### src/rtl/run_pkg.sv
// Shared encodings for the run-length detector: FSM states and mode bit indices.
package run_pkg;

  typedef enum logic [1:0] {
    IDLE    = 2'b00,
    COUNT   = 2'b01,
    DETECT  = 2'b10,
    ILLEGAL = 2'b11
  } state_t;

  localparam int MODE_ZERO = 0;
  localparam int MODE_ONE  = 1;

endpackage

### src/rtl/run_detector_sat_counter.sv
// Saturating up-counter. clr and inc together restart the count at 1, which is
// how a new run of length one is loaded.
module sat_counter #(
  parameter int               WIDTH = 4,
  parameter logic [WIDTH-1:0] MAX   = '1
) (
  input  logic             clk,
  input  logic             rst_n,
  input  logic             inc,
  input  logic             clr,
  output logic [WIDTH-1:0] q
);

  logic [WIDTH-1:0] r_q;

  always_ff @(posedge clk or negedge rst_n) begin
    if (!rst_n) begin
      r_q <= '0;
    end else if (clr) begin
      r_q <= inc ? WIDTH'(1) : '0;
    end else if (inc && (r_q != MAX)) begin
      r_q <= r_q + WIDTH'(1);
    end
  end

  assign q = r_q;

endmodule

### src/rtl/run_detector.sv
// Run-length detector: flags runs of RUN_LEN identical qualified samples of w,
// per-polarity enabled by mode, with a saturating detection-event counter.
module run_detector
  import run_pkg::*;
#(
  parameter int RUN_LEN = 4,
  parameter int EVT_W   = 8,
  parameter int CNT_W   = $clog2(RUN_LEN + 1)
) (
  input  logic             clk,
  input  logic             Resetn,
  input  logic             en,
  input  logic             w,
  input  logic             clr,
  input  logic [1:0]       mode,
  output logic             z,
  output logic             z_pulse,
  output logic             run_bit,
  output logic [CNT_W-1:0] run_cnt,
  output logic [EVT_W-1:0] evt_cnt,
  output logic             sticky,
  output logic [1:0]       state
);

  state_t           r_state;
  logic             r_run_bit;
  logic             r_z_pulse;
  logic             r_sticky;

  logic [CNT_W-1:0] w_run_cnt;
  logic [EVT_W-1:0] w_evt_cnt;
  logic             w_sample;
  logic             w_same;
  logic             w_pol_en;
  logic             w_enter_det;
  logic             w_evt_inc;
  logic             w_run_inc;
  logic             w_run_clr;

  assign w_sample    = en & ~clr;
  assign w_same      = (w == r_run_bit);
  assign w_pol_en    = r_run_bit ? mode[MODE_ONE] : mode[MODE_ZERO];
  assign w_enter_det = w_sample && (r_state == COUNT) && w_same &&
                       (w_run_cnt == CNT_W'(RUN_LEN - 1));
  // The entered polarity equals r_run_bit because w matched it.
  assign w_evt_inc   = w_enter_det & w_pol_en;

  always_comb begin
    w_run_inc = 1'b0;
    w_run_clr = 1'b0;
    if (clr || (r_state == ILLEGAL)) begin
      w_run_clr = 1'b1;
    end else if (en) begin
      w_run_inc = 1'b1;
      if ((r_state == IDLE) || !w_same) begin
        w_run_clr = 1'b1;
      end
    end
  end

  sat_counter #(
    .WIDTH (CNT_W),
    .MAX   (CNT_W'(RUN_LEN))
  ) u_run_cnt (
    .clk   (clk),
    .rst_n (Resetn),
    .inc   (w_run_inc),
    .clr   (w_run_clr),
    .q     (w_run_cnt)
  );

  sat_counter #(
    .WIDTH (EVT_W),
    .MAX   ({EVT_W{1'b1}})
  ) u_evt_cnt (
    .clk   (clk),
    .rst_n (Resetn),
    .inc   (w_evt_inc),
    .clr   (clr),
    .q     (w_evt_cnt)
  );

  always_ff @(posedge clk or negedge Resetn) begin
    if (!Resetn) begin
      r_state   <= IDLE;
      r_run_bit <= 1'b0;
      r_z_pulse <= 1'b0;
      r_sticky  <= 1'b0;
    end else if (clr) begin
      r_state   <= IDLE;
      r_run_bit <= 1'b0;
      r_z_pulse <= 1'b0;
      r_sticky  <= 1'b0;
    end else begin
      r_z_pulse <= w_evt_inc;
      if (w_evt_inc) begin
        r_sticky <= 1'b1;
      end
      case (r_state)
        IDLE: begin
          if (en) begin
            r_run_bit <= w;
            r_state   <= COUNT;
          end
        end
        COUNT: begin
          if (en) begin
            if (!w_same) begin
              r_run_bit <= w;
            end else if (w_enter_det) begin
              r_state <= DETECT;
            end
          end
        end
        DETECT: begin
          if (en && !w_same) begin
            r_run_bit <= w;
            r_state   <= COUNT;
          end
        end
        default: begin
          r_state   <= IDLE;
          r_run_bit <= 1'b0;
        end
      endcase
    end
  end

  assign z       = (r_state == DETECT) & w_pol_en;
  assign z_pulse = r_z_pulse;
  assign run_bit = r_run_bit;
  assign run_cnt = w_run_cnt;
  assign evt_cnt = w_evt_cnt;
  assign sticky  = r_sticky;
  assign state   = r_state;

endmodule

### config.mk
export PLATFORM = sky130hd
export DESIGN_NAME = run_detector
export DESIGN_NICKNAME = d
export VERILOG_FILES = /design/src/rtl/run_pkg.sv /design/src/rtl/run_detector_sat_counter.sv /design/src/rtl/run_detector.sv
export SDC_FILE = /design/constraint.sdc
export NUM_CORES = 1
export LEC_CHECK = 0
export ABC_AREA = 1
export ABC_CLOCK_PERIOD_IN_PS = 1900
export CORE_MARGIN = 2
export CORE_UTILIZATION = 40
export CTS_BUF_LIST = sky130_fd_sc_hd__clkbuf_4
export DETAILED_ROUTE_END_ITERATION = 16
export DONT_BUFFER_PORTS = 1
export PLACE_DENSITY = 0.62
export SLEW_MARGIN = 10
export SYNTH_ARGS = -nofsm -noshare
export SYNTH_HDL_FRONTEND = slang
export SYNTH_SLANG_ARGS = --single-unit
### constraint.sdc
create_clock -name clk -period 1.9 [get_ports clk]
set_input_delay 0.285 -clock clk [delete_from_list [all_inputs] [get_ports clk]]
set_output_delay 0.285 -clock clk [all_outputs]
set_load 0.01 [all_outputs]
Yosys cells after proc, flatten, opt, wreduce, memory -nomap -nowiden
Index checks and enable logic that the tools add are counted.

Bits in registers: 16. Bits of input ports: 7. Output and inout bits: 17. Logic and storage cells: 68.

$add $sub $neg: 2. Equality and inequality tests: 13. Muxes and demuxes: 28. Bitwise operators: 4. Reductions and logical operators: 15.

Operators with widths (count): 3-bit != test, second input constant (7); 1-bit two-way mux (16); 8-bit two-way mux (2); 2-bit two-way mux (6); 8-bit by 1-bit adder with 8-bit output, second input constant (1); 8-bit != test, second input constant (1); 1-bit logical AND (6); 3-bit two-way mux (2); 2-bit case mux with 3 select lines (1); 2-bit nonzero test (3); 5-bit AND reduction (1); 2-bit equality test, second input constant (2); 4-bit AND reduction (1); 3-bit by 1-bit adder with 3-bit output, second input constant (1); 1-bit bitwise AND (3); 3-bit by 2-bit equality test with 1-bit output, second input constant (1); 1-bit case mux with 3 select lines (1); 2-bit by 1-bit equality test with 1-bit output, second input constant (1); 2-bit zero test (1); 1-bit logical OR (2); 1-bit equality test (1); 1-bit zero test (1); 1-bit NOT (1).

Depth between registers and ports, before layout
Gate-level depths: netlist of run 1.

Depth in word-level cells: 10. Depth in mapped cells: 8. Mapped depth without buffers: 8.

Hierarchy
Synthesis of run 1 repeated with hierarchy kept, for this count alone.

Cells, all modules: 147. Area, all modules: 1081.0 um^2.

By module, submodules not included: sat_counter (u_evt_cnt) (instances 1, cells an instance 69, area an instance 519.2 um^2); run_detector (instances 1, cells an instance 51, area an instance 367.9 um^2); sat_counter (u_run_cnt) (instances 1, cells an instance 27, area an instance 193.9 um^2).

Least setup slack after synthesis of run 1
No wires, ideal clock.

Path kind: reg2reg. Start point: register u_evt_cnt.r_q[0] (netlist: u_evt_cnt.q[0]). End point: register u_evt_cnt.r_q[2] (netlist: u_evt_cnt.q[2]). Arrival: 1286 ps. Path slack: 548 ps. Stages on the path, launching flop included: 9. Buffers on the path: 0. Clock period less this slack: 1352 ps. Cells stage by stage: dfrtp_1 > ha_1 > nand2_1 > nor2_1 > nand2_1 > nand4_4 > nand2_4 > nand2_1 > nand2_1.

Cells in the longest elaborated chain, start to end: 3. Elaborated cells on any way between the ends: 6.

RTL lines: start: declaration (line run_detector_sat_counter.sv:14) `logic [WIDTH-1:0] r_q;`; start signal: assignment (line run_detector_sat_counter.sv:20) `r_q <= inc ? WIDTH'(1) : '0;`; start signal: assignment (line run_detector_sat_counter.sv:22) `r_q <= r_q + WIDTH'(1);`; 8-bit by 1-bit adder with 8-bit output or 8-bit != test (tied branches) (line run_detector_sat_counter.sv:22, run_detector_sat_counter.sv:21); 8-bit two-way mux or 1-bit logical AND (tied branches) (line run_detector_sat_counter.sv:21) `end else if (inc && (r_q != MAX)) begin`; 8-bit two-way mux or 2-bit nonzero test (tied branches).

Parallel ways exist; a longest one is shown, timed or not. The select of a mux whose other input is x is not followed. A chain may end at the register's enable or synchronous reset.

Worst setup path after layout of run 1
Start point: register r_run_bit (netlist: run_bit). End point: output port z.

Cells in the longest elaborated chain, start to end: 2.

RTL lines: start: declaration (line run_detector.sv:26) `logic r_run_bit;`; start signal: assignment (line run_detector.sv:102) `r_run_bit <= w;`; start signal: assignment (line run_detector.sv:109) `r_run_bit <= w;`; start signal: assignment (line run_detector.sv:117) `r_run_bit <= w;`; 1-bit two-way mux (line run_detector.sv:42) `assign w_pol_en = r_run_bit ? mode[MODE_ONE] : mode[MODE_ZERO];`; 1-bit bitwise AND (line run_detector.sv:129) `assign z = (r_state == DETECT) & w_pol_en;`; end: declaration (line run_detector.sv:16) `output logic z,`.

No other way between the ends.

==> impl_metrics.yaml, run 1 <==
setup_path:
  endpoint_kind: "output port"
  required_ns: 1.62
  crit_type: "register to output port"
  arrival_ns: 1.44
  r2r_slack_ns: 0.38
  r2r-end: "u_evt_cnt.q[3]"
  critPathLaunchType: "register"
  r2r-start: "u_evt_cnt.q[0]"
  r2r_cells: 8
  crit_fanout: 4
sta:
  finalCritPeriodShare: 0.909
  worst_pin_slew_ns: 0.767
  final-setup-viol-count: 0
  slew_headroom: 0.487
  rsz0062_at_grt: "no"
  setup-tns-final_ns: 0
  post-route-min-period_ns: 1.73
  fin_ws_ns: 0.172
  maxSlewViolCount: 0
  fin_skew_ns: 0.00267
  fmax_mhz: 579
  hold_violations: 0
cells_and_area:
  num_antenna_cells: 0
  nFillCells: 270
  layout.cells.non_filler: 173
  multiInputGateArea_um2: 546
  area_growth_syn_to_layout_pct: 5.71
  drive_gt1_frac: 0.0909
  layout.nets: 155
  final-seq-area_um2: 400
  finish.utilization: 0.443
pwr:
  ir_worst_vdd_uv: 431
  p_per_area_nw_per_um2: 576
  power.leakage_nw: 0.524
floorplanning:
  start_util: 0.419
  dieWidth_um: 54.7
  core_area_um2: 2450
  io_pins: 24
  die_area_um2: 3000
  die_h_um: 54.7
  num_rows: 18
grt:
  track_usage: 0.174
  grt_overflow: 0
  grt_pass1_wl_um: 3660
  grt_antenna_before_repair: 0
  grt_max_degree: 17
  grt_pass1_vias: 843
routing:
  via_per_inst: 5.02
  drc_errors: 0
  drt-total-wl_um: 2150
  wire_per_inst_um: 12.4
  ant_nets: 0
  firstDrtPassIters: 4
  drtIter0Drc: 12
  vias: 868
clock_network:
  htree_levels: 1
  path_clk_slew_ns: 0.10
  cts_buffer_depth: 2
  clock_latency_ns: 0.29
  numCtsBuffers: 3
  post-cts-setup-buffers: 0
  cts.sinks: 16
  root_buffer: "clkbuf_4"
  cts_tree: "built"
  ctsResizeCount: 0
placed_design:
  place.gp.congestion: 0.840
  dp.cells: 168
  io_buffers: 0
  pre_cts_ws_ns: 0.385
  dpl.hpwl_um: 1640
logic_synthesis:
  syn-num-nets: 151
  seq_area_frac_synth: 0.389
  synth_edf_count: 0
  ys_types: 25
  synth_area_um2: 1030
  synth_top_flop_cell: "dfrtp_1"
  netlist_instances: 140
  ys_warn_count: 0
  syn_avg_cell_area_um2: 7.36
  ys_ff_latch: 16
  async_reset_ff_frac: 1.00
hold_path:
  holdPathEnd: "u_evt_cnt.q[6]"
  hold_path.class: "input port to register"
  holdCritStartpoint: "clr"
  hold_path_depth: 3
run:
  drv_cap: 0
outcome:
  status: "finished, final reports clean"
## area by class of cell
class,instances,share of cell area
Sequential cell,16,0.368
Clock buffer,3,0.0207
Timing Repair Buffer,1,0.00920
Tap cell,30,0.0345
Inverter,17,0.0632
Clock inverter,1,0.00345
Multi-Input combinational cell,105,0.501
## metrics by stage
stage | hold WS (ns) | area [µm²] | power [mW]
finish | 0.140 | 1090 | 0.627
global route | 0.129 | 1090 | 0.662
CTS | 0.124 | 1090 | 0.641
detailed placement | -0.0101 | 1050 | 0.436
global placement | -0.0101 | 1050 | 0.434
floorplan | -0.0106 | 1030 | 0.428
## flip-flops by register name, indices dropped and copies added, names as in the netlist
| signal | flops |
|---|---|
| u_evt_cnt.q | 8 |
| run_bit | 1 |
| z_pulse | 1 |
| u_run_cnt.q | 3 |
| sticky | 1 |
| state | 2 |
## worst max-delay path: stages (launching register included)
cell and delay, ns:
dfrtp_1 0.46, inv_2 0.09, nand2_1 0.05, nand2_1 0.13, inv_1 0.11, nor3_1 0.32
## worst max path at each step
| stage | from | to | slack (ns) | cells after the start |
|---|---|---|---|---|
| 4_1_cts | run_bit | z | 0.13 | 5 |
| 2_1_floorplan | u_evt_cnt.q[0] | u_evt_cnt.q[2] | 0.55 | 8 |
| 3_3_place_gp | u_evt_cnt.q[0] | u_evt_cnt.q[3] | 0.44 | 8 |
| 3_5_place_dp | u_evt_cnt.q[0] | u_evt_cnt.q[3] | 0.39 | 8 |
| 6_report | run_bit | z | 0.17 | 5 |
| 5_1_grt | run_bit | z | 0.02 | 5 |
## per-layer routing
metal,track usage,share of wire,vias to the layer above
li1,-,-,452
met1,0.224,0.44,386
met2,0.274,0.47,25
met3,0.0601,0.081,5
met4,0.0500,0.0098,0
met5,0,0,-
## where the power goes
part	switching (mW)	total, mW	leakage [nW]	internal (mW)
sequential	0.0189	0.368	0.219	0.349
combinational	0.0447	0.0683	0.290	0.0237
clock	0.115	0.191	0.0154	0.0764
total	0.178	0.627	0.524	0.449
## synthesized netlist by cell type (2+ instances only)
master	n	share of area
inv_1	15	0.055
dfrtp_1	16	0.39
nand3_1	17	0.083
nor2_4	2	0.022
nor3b_1	2	0.015
nor2_1	12	0.044
a21oi_1	5	0.024
nand4_1	2	0.012
o21ai_1	2	0.0097
ha_1	4	0.049
o21ai_0	2	0.0097
nand2_1	48	0.17
## logic make-up (layout without fill, tap and decap cells)
group,Yosys count,in the layout,share of synthesized area
AND/OR/NAND/NOR,90,90,0.422
adder cells (fa/ha/maj),4,4,0.0486
XOR/XNOR,1,1,0.00851
flip-flops,16,16,0.389
AO/OA/AOI/OAI,10,10,0.0510
buffers and inverters,19,22,0.0814
## layout by cell type, fill, tap and decap left out, drive strengths merged
cell type / instances
a21oi: 5
nand4: 3
or2: 1
o21bai: 1
clkbuf: 3
ha: 4
nor3: 1
nand2: 50
nand3: 18
dlygate4sd3: 1
o21ai: 4
dfrtp: 16
clkinv: 2
nor3b: 2
xor2: 1
nor2: 15
inv: 16
## what timing repair did
| action | 4_1_cts | 5_1_grt |
|---|---|---|
| hold buffers | 1 | 0 |
| endpoints found under the setup margin | 0 | 0 |
| endpoints found under the hold margin | 16 | 0 |
Power figures use the tool's default switching activity.
==> inputs of run 2 (changes only) <==
==> constraint.sdc (replaced) <==
create_clock -name clk -period 1.9 [get_ports clk]
set_input_delay 0 -clock clk [delete_from_list [all_inputs] [get_ports clk]]
set_output_delay 0 -clock clk [all_outputs]
set_load 0.01 [all_outputs]
==> impl_metrics.yaml, run 2 (synthesized netlist as in run 1, its figures left out) <==
outcome:
  status: "finished, final reports clean"
floorplanning:
  io_pins: 24
  die_h_um: 54.7
  die_area_um2: 3000
  num_rows: 18
  core_area_um2: 2450
  start_util: 0.419
  dieWidth_um: 54.7
setup_path:
  arrival_ns: 1.95
  crit_type: "register to register"
  timing.critical_path.cells: "a21oi_1 > nand2_2 > nand3_1 > dlygate4sd3_1 > o21ai_1"
  endpoint_kind: "register"
  slowest_delay_ns: 0.54
  slowest_stage: "dlygate4sd3_1"
  required_ns: 2.09
  critPathLaunchType: "register"
  crit_fanout: 7
grt:
  grt_pass1_wl_um: 3730
  grt_pass1_vias: 856
  grt_max_degree: 17
  track_usage: 0.178
  grt_overflow: 0
  grt_antenna_before_repair: 0
sta:
  worst_pin_slew_ns: 0.760
  slew_headroom: 0.492
  fin_skew_ns: 0.00545
  rsz0062_at_grt: "no"
  hold-worst-slack_ns: 0.0199
  post-route-min-period_ns: 1.76
  finalCritPeriodShare: 0.927
  fmax_mhz: 568
  hold_violations: 0
  final-setup-viol-count: 0
  setup-tns-final_ns: 0
  maxSlewViolCount: 0
  fin_ws_ns: 0.139
cells_and_area:
  drive_gt1_frac: 0.109
  num_antenna_cells: 0
  final_cell_mix: "nand2_1, nand3_1, inv_1, dfrtp_1, nor2_1"
  area_growth_syn_to_layout_pct: 10.3
  largest_reg_flops: 8
  nFillCells: 268
  layout.nets: 159
  final_cell_area_um2: 1140
  layout_commonest_cell: "nand2_1"
routing:
  drc_errors: 0
  firstDrtPassIters: 4
  vias: 897
  via_per_inst: 5.07
  drt-total-wl_um: 2230
  ant_nets: 0
  wire_per_inst_um: 12.6
  drtIter0Drc: 12
placed_design:
  dpl.hpwl_um: 1640
  place.gp.congestion: 0.840
  pre_cts_ws_ns: 0.385
  placed_area_um2: 1050
  io_buffers: 0
clock_network:
  cts.sinks: 16
  htree_levels: 1
  cts_tree: "built"
  path_clk_slew_ns: 0.10
  cts_buffer_depth: 2
  post-cts-setup-buffers: 0
  numCtsBuffers: 3
  clock_latency_ns: 0.29
  root_buffer: "clkbuf_4"
pwr:
  ir_worst_vdd_uv: 438
  p_per_area_nw_per_um2: 566
  power.leakage_nw: 0.539
hold_path:
  hold_path.class: "input port to register"
run:
  drv_cap: 0
## run 2: per-stage QoR
stage / util / total power [mW] / std cells
floorplan: - / 0.428 / 140
global placement: 0.429 / 0.434 / 168
detailed placement: 0.429 / 0.436 / 168
CTS: 0.460 / 0.651 / 177
global route: 0.463 / 0.675 / 177
finish: 0.463 / 0.643 / 177
## run 2: area by class of cell
type                       count  area [µm²]  share of cell area
clock buffer                   3        22.5              0.0198
clock inverter                 1        3.75             0.00330
inverter                      17        68.8              0.0606
multi-input combinational    105         552               0.486
sequential                    16         402               0.354
tap                           30        37.5              0.0330
timing repair buffer           5        50.0              0.0441
## run 2: metal layers
metal  track usage  vias to the layer above  wire length [µm]
li1              -                      460                 -
met1         0.227                      408               974
met2         0.284                       24              1090
met3        0.0601                        5               146
met4        0.0500                        0                21
met5             0                        -                 0
## run 2: critical path, delay by kind of cell (launching register included)
| family | cells | cell delay (ns) |
|---|---|---|
| buf+inv | 1 | 0.54 |
| flops | 1 | 0.51 |
| compound gates | 2 | 0.40 |
| simple gates | 2 | 0.21 |
## run 2: power breakdown
part	switching, mW	leakage (nW)	internal (mW)
Sequential	0.0195	0.218	0.349
Clock	0.116	0.0154	0.0764
Combinational	0.0522	0.306	0.0298
Total	0.188	0.539	0.456
## run 2: worst paths after layout
| path | start | endpoint | slack (ns) | depth (start not counted) |
|---|---|---|---|---|
| max in group asynchronous | Resetn | run_bit | 1.17 | 1 |
| worst min-delay path | en | z_pulse | 0.02 | 4 |
| worst max-delay path | state[0] | run_bit | 0.14 | 5 |
| min in group asynchronous | Resetn | u_run_cnt.q[1] | 0.21 | 1 |
| worst max register to register | state[0] | run_bit | 0.14 | 5 |
| worst min register to register | sticky | sticky | 0.57 | 2 |
## run 2: what timing repair did
action,CTS,global route
gates resized for setup,0,3
hold buffers,5,0
endpoints found under the setup margin,0,1
endpoints found under the hold margin,31,0
==> inputs of run 3 (changes only) <==
--- a/config.mk
+++ b/config.mk
@@ -12,8 +12,10 @@
 export CTS_BUF_LIST = sky130_fd_sc_hd__clkbuf_4
 export DETAILED_ROUTE_END_ITERATION = 16
 export DONT_BUFFER_PORTS = 1
+export GPL_ROUTABILITY_DRIVEN = 0
 export PLACE_DENSITY = 0.62
 export SLEW_MARGIN = 10
 export SYNTH_ARGS = -nofsm -noshare
 export SYNTH_HDL_FRONTEND = slang
+export SYNTH_HIERARCHICAL = 1
 export SYNTH_SLANG_ARGS = --single-unit
==> impl_metrics.yaml, run 3 <==
outcome:
  status: "finished, final reports clean"
logic_synthesis:
  seq_area_frac_synth: 0.370
  netlist_instances: 147
  synth-compound-area-share: 0.0660
  synth_top_flop_cell: "dfrtp_1"
  synth_edf_count: 0
  ys_warn_count: 6
  synth_xor_xnor_area_share: 0.00810
  synthMuxAreaShare: 0
  synthAdderAreaFrac: 0.0347
  ys_ff_latch: 16
  synth-simple-area-share: 0.444
  synth_top_family_by_area: "simple AND/OR/NAND/NOR gates"
  yosys-top-cells-area: "dfrtp_1, nand2_1, nand3_1"
  synth_top_area_cell: "dfrtp_1"
  yosysTopAreaCellShare: 0.370
  netlist_top_cells_count: "nand2_1, inv_1, nand3_1"
  syn-num-nets: 157
  yosys.cell_count.top_type: "nand2_1"
  syn_avg_cell_area_um2: 7.35
  synth_area_um2: 1080
  async_reset_ff_frac: 1.00
  ys_types: 23
clock_network:
  post-cts-setup-buffers: 0
  path_clk_slew_ns: 0.10
  htree_levels: 1
  cts_buffer_depth: 2
  cts_tree: "built"
  numCtsBuffers: 3
  clock_latency_ns: 0.28
  root_buffer: "clkbuf_4"
  cts.sinks: 16
grt:
  grt_overflow: 0
  grt_pass1_vias: 924
  grt_pass1_wl_um: 3930
  grt_antenna_before_repair: 0
  track_usage: 0.155
  grt_max_degree: 17
cells_and_area:
  drive_gt1_frac: 0.191
  layout.cells.non_filler: 187
  layout_commonest_cell: "nand2_1"
  layout.nets: 169
  largest_reg_flops: 8
  num_antenna_cells: 0
  area_growth_syn_to_layout_pct: 11.8
  final_cell_mix: "nand2_1, inv_1, nand3_1, dfrtp_1, nor2_1"
floorplanning:
  dieWidth_um: 56.0
  die_area_um2: 3130
  core_area_um2: 2520
  num_rows: 18
  start_util: 0.429
  io_pins: 24
  die_h_um: 56.0
setup_path:
  crit_type: "register to register"
  required_ns: 2.13
  r2r-end: "u_evt_cnt/q[7]"
  r2r_slack_ns: 0.27
  arrival_ns: 1.86
  crit_fanout: 7
  r2r-start: "state[1]"
  r2r_cells: 9
  crit_end: "u_evt_cnt/q[7]"
  endpoint_kind: "register"
  critPathLaunchType: "register"
  crit_start: "state[1]"
pwr:
  p_per_area_nw_per_um2: 541
  ir_worst_vdd_uv: 321
  power.leakage_nw: 0.627
routing:
  drt-total-wl_um: 2250
  drc_errors: 0
  via_per_inst: 5.06
  ant_nets: 0
  vias: 947
  firstDrtPassIters: 5
  wire_per_inst_um: 12.0
  drtIter0Drc: 27
sta:
  final-setup-viol-count: 0
  worst_pin_slew_ns: 0.731
  post-route-min-period_ns: 1.63
  hold_violations: 0
  maxSlewViolCount: 0
  setup-tns-final_ns: 0
  rsz0062_at_grt: "no"
  fin_skew_ns: 0.00965
  finalCritPeriodShare: 0.860
  fmax_mhz: 612
  slew_headroom: 0.511
placed_design:
  dp.cells: 178
  dpl.hpwl_um: 1700
  io_buffers: 0
run:
  drv_cap: 0
hold_path:
  hold_path_depth: 3
  hold_path.class: "input port to register"
-- run 3: power by group --
group          leakage, nW  internal (mW)  switching, mW
combinational        0.394         0.0377         0.0670
clock               0.0138         0.0733          0.104
sequential           0.219          0.350         0.0218
total                0.627          0.461          0.193
-- run 3: area by class of cell --
cell class	instances	area, µm²
inverters	22	82.6
flip-flops and latches	16	400
repair buffers	7	67.6
multi-input cells	109	598
fillers	252	1310
well taps	30	37.5
clock buffers	3	22.5
-- run 3: per-layer routing --
metal	part of all wire	wire length, µm	GRT usage	vias up
li1	-	-	-	490
met1	0.47	1050	0.177	443
met2	0.49	1110	0.279	10
met3	0.025	57	0.0326	4
met4	0.015	34	0.0612	0
met5	0	0	0	-
-- run 3: how the worst min path moves through the flow --
stage                    to  startpoint
floorplan           run_bit      Resetn
global placement    run_bit      Resetn
detailed placement  run_bit      Resetn
CTS                 run_bit          en
global route        run_bit          en
finish              run_bit          en
-- run 3: stage by stage --
stage	area (µm²)	utilization	power, mW	hold WS [ns]	setup slack, ns
floorplan	1080	-	0.446	-0.296	0.167
global placement	1130	0.446	0.460	-0.295	0.334
detailed placement	1130	0.446	0.463	-0.295	0.291
CTS	1210	0.479	0.664	0.00887	0.267
global route	1210	0.479	0.696	0.0450	0.0851
finish	1210	0.479	0.654	0.0117	0.266
-- run 3: cells by family after synthesis --
family,after synthesis
AND/OR/NAND/NOR,95
flip-flops,16
AO/OA/AOI/OAI,10
adder cells (fa/ha/maj),3
XOR/XNOR,1
buffers and inverters,22
-- run 3: worst max-delay path: stages, from the launching register on --
cell      delay, ns
dfrtp_1        0.49
inv_2          0.12
nand2_2        0.07
nor2_4         0.11
nand3_4        0.10
nor2_1         0.10
buf_4          0.18
a21boi_0       0.24
nand3_1        0.11
nand2_1        0.07
-- run 3: timing repair --
item,in CTS,in global routing
hold buffers,6,0
gates resized for setup,0,0
hold endpoints to repair,25,0
